[src/rtl/usd_pkg.sv]
// Shared definitions for the uSD card-side CMD responder.
// Contents: controller state enum, frame lengths, CRC7 polynomial, the ACMD41
// index and the fixed fields used by R2/R3 responses.
package usd_pkg;

  typedef enum logic [2:0] {
    IDLE,
    RX,
    EVAL,
    NCR,
    TX,
    TX_END
  } usd_state_e;

  localparam int unsigned CMD_LEN    = 48;
  localparam int unsigned R2_LEN     = 136;
  localparam logic [6:0]  CRC7_POLY  = 7'h09;
  localparam logic [5:0]  ACMD41_IDX = 6'd41;

  // R2 and R3 carry all-ones in the index field; R3 also has an all-ones CRC field.
  localparam logic [5:0]  R_FIXED_IDX  = 6'h3F;
  localparam logic [6:0]  R3_FIXED_CRC = 7'h7F;

endpackage

[src/rtl/usd_crc7.sv]
// Serial CRC7 (x^7 + x^3 + 1, init 0), one bit per clock.
// Ports:
//   clk, rst_n - clock and asynchronous active-low reset
//   clr        - synchronous clear to zero (wins over en)
//   en         - shift din into the CRC this cycle
//   din        - serial data bit, MSB of the message first
//   crc        - current CRC remainder
module usd_crc7
  import usd_pkg::*;
(
  input  logic       clk,
  input  logic       rst_n,
  input  logic       clr,
  input  logic       en,
  input  logic       din,
  output logic [6:0] crc
);

  logic [6:0] crc_q, crc_d;
  logic       fb;

  assign fb = din ^ crc_q[6];

  always_comb begin
    crc_d = crc_q;
    if (clr) begin
      crc_d = '0;
    end else if (en) begin
      crc_d = {crc_q[5:0], 1'b0} ^ (fb ? CRC7_POLY : 7'h00);
    end
  end

  always_ff @(posedge clk or negedge rst_n) begin
    if (!rst_n) begin
      crc_q <= '0;
    end else begin
      crc_q <= crc_d;
    end
  end

  assign crc = crc_q;

endmodule

[src/rtl/usd_card_cmd_responder.sv]
// SD card CMD-line emulator: receives 48-bit host commands, checks framing and
// CRC7, reports good commands and answers with R1/R2/R3 after NCR idle cycles.
// Ports:
//   sdClk, sysRstN       - SD clock (rising edge) and async active-low reset
//   sdCmdIn              - CMD line sampled from the pad
//   sdCmdOut, sdCmdEn    - CMD drive value and active-high output enable
//   cardStatus, ocrReg   - R1 and R3 payloads, captured at response start
//   cidReg               - R2 payload; bits [7:1] hold a software CRC
//   cmdValid, crcErr     - one-cycle pulses for good / bad received frames
//   cmdIndex, cmdArg     - fields of the last good frame
//   busy                 - high whenever the controller is not idle
// Optional: define USD_RESP_CRC_INJECT_EN to add input injectCrcErr, which
// corrupts R1 CRC bit 0 or the R2/R3 end bit of the next response.
module usd_card_cmd_responder
  import usd_pkg::*;
#(
  parameter int unsigned NCR_CYCLES  = 2,
  parameter logic [63:0] R2_CMD_MASK = 64'h0000_0000_0000_0604
) (
  input  logic         sdClk,
  input  logic         sysRstN,
  input  logic         sdCmdIn,
  output logic         sdCmdOut,
  output logic         sdCmdEn,
  input  logic [31:0]  cardStatus,
  input  logic [31:0]  ocrReg,
  input  logic [127:0] cidReg,
`ifdef USD_RESP_CRC_INJECT_EN
  input  logic         injectCrcErr,
`endif
  output logic         cmdValid,
  output logic [5:0]   cmdIndex,
  output logic [31:0]  cmdArg,
  output logic         crcErr,
  output logic         busy
);

  usd_state_e   state_q, state_d;
  logic [7:0]   cnt_q, cnt_d;
  logic [46:0]  rx_sr_q, rx_sr_d;
  logic [135:0] tx_sr_q, tx_sr_d;
  logic         r1_q, r1_d, r2_q, r2_d, inj_q, inj_d;
  logic         valid_q, valid_d, err_q, err_d;
  logic [5:0]   idx_q, idx_d;
  logic [31:0]  arg_q, arg_d;
  logic [6:0]   rx_crc, tx_crc;
  logic         frame_good, inject;
  logic [7:0]   tx_last;
  logic [2:0]   crc_sel;
  logic         unused_cid;

`ifdef USD_RESP_CRC_INJECT_EN
  assign inject = injectCrcErr;
`else
  assign inject = 1'b0;
`endif

  // cidReg[0] is replaced by the end bit.
  assign unused_cid = cidReg[0];

  // Receive checker: remainder is zero while idle, so the start bit adds nothing.
  usd_crc7 u_rx_crc (
    .clk   (sdClk),
    .rst_n (sysRstN),
    .clr   (state_q == IDLE),
    .en    ((state_q == RX) && (cnt_q < 8'd39)),
    .din   (sdCmdIn),
    .crc   (rx_crc)
  );

  // R1 generator: fed with the first 40 transmitted bits as they go out.
  usd_crc7 u_tx_crc (
    .clk   (sdClk),
    .rst_n (sysRstN),
    .clr   (state_q != TX),
    .en    ((state_q == TX) && (cnt_q < 8'd40)),
    .din   (tx_sr_q[135]),
    .crc   (tx_crc)
  );

  // rx_sr holds frame bits 46..0 once the end bit is in.
  assign frame_good = rx_sr_q[46] && rx_sr_q[0] && (rx_sr_q[7:1] == rx_crc);
  assign tx_last    = r2_q ? 8'(R2_LEN - 1) : 8'(CMD_LEN - 1);
  assign crc_sel    = 3'(8'd46 - cnt_q);

  always_comb begin
    state_d = state_q;
    cnt_d   = cnt_q;
    rx_sr_d = rx_sr_q;
    tx_sr_d = tx_sr_q;
    r1_d    = r1_q;
    r2_d    = r2_q;
    inj_d   = inj_q;
    valid_d = 1'b0;
    err_d   = 1'b0;
    idx_d   = idx_q;
    arg_d   = arg_q;
    unique case (state_q)
      IDLE: begin
        if (!sdCmdIn) begin
          state_d = RX;
          cnt_d   = '0;
        end
      end
      RX: begin
        rx_sr_d = {rx_sr_q[45:0], sdCmdIn};
        cnt_d   = cnt_q + 8'd1;
        if (cnt_q == 8'(CMD_LEN - 2)) state_d = EVAL;
      end
      EVAL: begin
        // EVAL is the first of the NCR idle cycles.
        cnt_d = '0;
        if (!frame_good) begin
          err_d   = 1'b1;
          state_d = IDLE;
        end else begin
          valid_d = 1'b1;
          idx_d   = rx_sr_q[45:40];
          arg_d   = rx_sr_q[39:8];
          state_d = (rx_sr_q[45:40] == 6'd0) ? IDLE : NCR;
        end
      end
      NCR: begin
        cnt_d = cnt_q + 8'd1;
        if (cnt_q == 8'(NCR_CYCLES - 2)) begin
          state_d = TX;
          cnt_d   = '0;
          inj_d   = inject;
          r1_d    = 1'b0;
          r2_d    = 1'b0;
          if (idx_q == ACMD41_IDX) begin
            tx_sr_d = {2'b00, R_FIXED_IDX, ocrReg, R3_FIXED_CRC, ~inject, 88'd0};
          end else if (R2_CMD_MASK[idx_q]) begin
            r2_d    = 1'b1;
            tx_sr_d = {2'b00, R_FIXED_IDX, cidReg[127:1], ~inject};
          end else begin
            // CRC field is substituted on the fly from u_tx_crc.
            r1_d    = 1'b1;
            tx_sr_d = {2'b00, idx_q, cardStatus, 7'd0, 1'b1, 88'd0};
          end
        end
      end
      TX: begin
        tx_sr_d = {tx_sr_q[134:0], 1'b0};
        cnt_d   = cnt_q + 8'd1;
        if (cnt_q == tx_last) state_d = TX_END;
      end
      TX_END: state_d = IDLE;
      default: state_d = IDLE;
    endcase
  end

  always_comb begin
    sdCmdOut = 1'b1;
    sdCmdEn  = 1'b0;
    if (state_q == TX) begin
      sdCmdEn  = 1'b1;
      sdCmdOut = tx_sr_q[135];
      if (r1_q && (cnt_q >= 8'd40) && (cnt_q <= 8'd46)) begin
        sdCmdOut = tx_crc[crc_sel] ^ (inj_q && (cnt_q == 8'd46));
      end
    end
  end

  always_ff @(posedge sdClk or negedge sysRstN) begin
    if (!sysRstN) begin
      state_q <= IDLE;
      cnt_q   <= '0;
      rx_sr_q <= '0;
      tx_sr_q <= '0;
      r1_q    <= 1'b0;
      r2_q    <= 1'b0;
      inj_q   <= 1'b0;
      valid_q <= 1'b0;
      err_q   <= 1'b0;
      idx_q   <= '0;
      arg_q   <= '0;
    end else begin
      state_q <= state_d;
      cnt_q   <= cnt_d;
      rx_sr_q <= rx_sr_d;
      tx_sr_q <= tx_sr_d;
      r1_q    <= r1_d;
      r2_q    <= r2_d;
      inj_q   <= inj_d;
      valid_q <= valid_d;
      err_q   <= err_d;
      idx_q   <= idx_d;
      arg_q   <= arg_d;
    end
  end

  assign cmdValid = valid_q;
  assign crcErr   = err_q;
  assign cmdIndex = idx_q;
  assign cmdArg   = arg_q;
  assign busy     = (state_q != IDLE);

endmodule

[config.mk]
export PLATFORM = sky130hd
export DESIGN_NAME = usd_card_cmd_responder
export DESIGN_NICKNAME = d
export VERILOG_FILES = /design/src/rtl/usd_pkg.sv /design/src/rtl/usd_crc7.sv /design/src/rtl/usd_card_cmd_responder.sv
export SDC_FILE = /design/constraint.sdc
export NUM_CORES = 1
export LEC_CHECK = 0
export CAP_MARGIN = 5
export CORE_MARGIN = 2
export CORE_UTILIZATION = 52
export DETAILED_ROUTE_END_ITERATION = 16
export GPL_TIMING_DRIVEN = 0
export HOLD_SLACK_MARGIN = 0.08
export PLACE_DENSITY = 0.81
export SLEW_MARGIN = 20
export SYNTH_ARGS = -nofsm -noshare
export SYNTH_HDL_FRONTEND = slang
export SYNTH_SLANG_ARGS = --single-unit
[constraint.sdc]
create_clock -name sdClk -period 2.25 [get_ports sdClk]
set_input_delay 0.225 -clock sdClk [delete_from_list [all_inputs] [get_ports sdClk]]
set_output_delay 0.225 -clock sdClk [all_outputs]
set_load 0.005 [all_outputs]
==> results.md <==
- Tcrit/Tclk final: 1.06
- Avg Cell Area, Syn: ~12 um2
- Yosys warnings: 0
- Share of layout cells above drive strength 1: 0.209
- Unique masters post-synth: 62
- Worst slew pin tran: 626 ps
- Dpl cell area: 14200 um2
- Final setup TNS: -3950 ps
- I/O pin cnt: 238
- Initial drt markers: 828
- Most frequent cells in the layout: 246 x dfrtp_1, 233 x clkdlybuf4s50_1, 86 x a221o_1, 86 x mux2_2, 76 x and3_1
- Clock Latency Late Sink: roughly 520 ps
- Status: finished, violations left
- Num CTS Buffers: 26
- Synth area leader: dfrtp_1
- Vias in the first global route: 9931
- Final Skew: 9.65 ps
- Vias per cell: 6.27
- Crit path arrival time: 2830 ps
- Commonest non-fill, non-tap cell in the layout: dfrtp_1
- Ys flop type: dfrtp_1
- Design Power: 9.85 mW
- Crit path kind: reg2reg
- Core ar.: 21700 um2
- First-pass GRT wire length: 53.1 mm
- Starting Density: 0.527
- Cell area after layout: 15900 um2
- Final wirelength: 33.8 mm
- Area grow syn2layout: 39.4%
- Hold Fails Final Rpt: 0
- Hold Slack: 211 ps
- Antenna violations before repair: 4
- Slew Limit Fails: 0
- Maximum clock path buffer count: 3
- Post-DRT Antenna Nets: 0
- CP Capture Type: flip-flop
- Final setup viols: 80
- Post-DP HPWL: 22.0 mm
- Setup ws final: -128 ps
- Failing checks: negative setup slack
- Pre-CTS setup slack: -316 ps
- RSZ-0062 raised after global routing: yes
- CTS Sinks: 250
- Largest net degree at the start of global routing: 100
- Slew Limit Headroom: 0.578
- Crit path required time: 2700 ps
- Syn_nets: 1169
- Synthesized area: 11400 um2
- H-tree depth: 1
- Final Net Count: about 1500
- Max FO, Critical Path: 9
- Port Buffer Count: 236
- Wire per inst: 21.6 um
- Power per cell area: between 600 and 700 nW/um2
- EDFF count, synth: 0
- Critical Path Source Type: flip-flop
- Synth top area share: 0.547
- CTS tree: yes
- DRT Pass-1 Iters: 6
- Min Tclk post-route: between 2000 and 2500 ps
- Top cells by area, synth: dfrtp_1 55%, mux2_2 8.7%, a221o_1 7.5%
- Fmax: 0.420 GHz
- Synth Instances: 970
- Drc violations: 0
- Hold WC Path Type: in2async
- Die height: around 150 um
- Total congestion overflow: 0
- Row cnt: 54
- Max VDD drop: 0.477 mV
- Detailed-route via count: 9838
- Synthesized flop and latch total: 250
- Die Area: between 20000 and 25000 um2
- CTS clk-pin slew, worst paths: 70 ps
- Final weighted congestion in routability-driven placement: between 0.9 and 1
- Sequential-to-total area share from yosys stat: 0.547
- Global-route usage over all layers: 0.280
- Asr flop ratio synth: 1.00
- R2R Setup Slk: -130 ps
- Max cap viols: 0
- Clock Tree Root: clkbuf_16
- LEAKAGE: between 7 and 8 nW
- Die Wd: between 150 and 200 um
## layer usage
metal | routed length (um) | part of all wire | up-vias | GRT usage
met5 | 8 | 0.00024 | - | 0
met4 | 992 | 0.029 | 2 | 0.0730
met3 | 2740 | 0.081 | 76 | 0.0640
met2 | 16200 | 0.48 | 475 | 0.462
met1 | 13900 | 0.41 | 4953 | 0.378
li1 | - | - | 4332 | -
## through the flow
| stage | util | instances |
|---|---|---|
| global route | 0.735 | 1567 |
| floorplan | - | 970 |
| CTS | 0.717 | 1552 |
| detailed placement | 0.655 | 1488 |
| finish | 0.735 | 1568 |
| global placement | 0.652 | 1486 |
## layout make-up
type	instances	area, um2
antenna	2	5.00
buffer	90	552
clock buffer	31	711
clock inverter	16	268
fill	1436	5740
inverter	10	47.5
multi-input combinational	618	4980
sequential	250	6260
tap	280	350
timing repair buffer	271	2770
## report_power, final
group	switching (mW)	internal (mW)	total, mW
clock	1.80	3.06	4.86
sequential	0	4.49	4.49
combinational	0.160	0.340	0.500
total	1.96	7.90	9.85
## repair_timing
| item | CTS | global route |
|---|---|---|
| endpoints found under the hold margin | 61 | 0 |
| pin swaps | 9 | 22 |
| gates resized for setup | 69 | 85 |
| setup endpoints to repair | 96 | 130 |
| hold buffers | 1 | 0 |
| setup buffers | 15 | 4 |
| gates cloned | 2 | 12 |
## logic make-up (layout without fill, tap and decap cells)
kind of cell | after synthesis | in the layout | synth area share
compound gates | 300 | 300 | 0.202
flops | 250 | 250 | 0.547
simple gates | 211 | 211 | 0.108
buf+inv | 102 | 418 | 0.0411
mux | 89 | 89 | 0.0875
xor+xnor | 14 | 14 | 0.0107
fa+ha+maj | 4 | 4 | 0.00438
other cells | 0 | 2 | 0
## cell usage after synthesis, types with 8 or more instances
| cell type | count |
|---|---|
| dfrtp_1 | 250 |
| mux2_2 | 88 |
| and3_1 | 87 |
| a221o_1 | 86 |
| o21ai_0 | 47 |
| clkbuf_1 | 46 |
| buf_2 | 38 |
| a22oi_1 | 35 |
| a221oi_1 | 32 |
| nor2b_1 | 32 |
| o21ai_1 | 30 |
| nand2_1 | 28 |
| a21oi_1 | 20 |
| nor2_1 | 15 |
| nand3_1 | 14 |
| o22ai_1 | 11 |
| inv_1 | 9 |
| xor2_1 | 9 |
| a31oi_1 | 8 |
## path summary, 6_finish.rpt
check / from / end / cells after the start
max: cnt_q[0] / tx_sr_q[71] / 10
min: sysRstN / tx_sr_q[22] / 2
max reg2reg: cnt_q[0] / tx_sr_q[71] / 10
min reg2reg: tx_sr_q[87] / tx_sr_q[88] / 1
max in group asynchronous: sysRstN / state_q[1] / 4
min in group sdClk: cidReg[89] / tx_sr_q[89] / 3
## registers in the layout (all words and copies together) (netlist names), 3 cells and up
name          cells
tx_sr_q         136
u_tx_crc.crc      7
cmdArg           32
cmdIndex          6
u_rx_crc.crc      7
cnt_q             8
state_q           3
rx_sr_q          47
## critical path, cell delays in order (launching register included)
cell and delay [ps]:
dfrtp_2 430, buf_4 150, inv_4 70, ha_4 130, or4b_4 490, nor3_4 260, buf_6 220, buf_6 160
buf_12 110, and3_4 160, a221o_1 110
(Power assumes the default switching activity.)
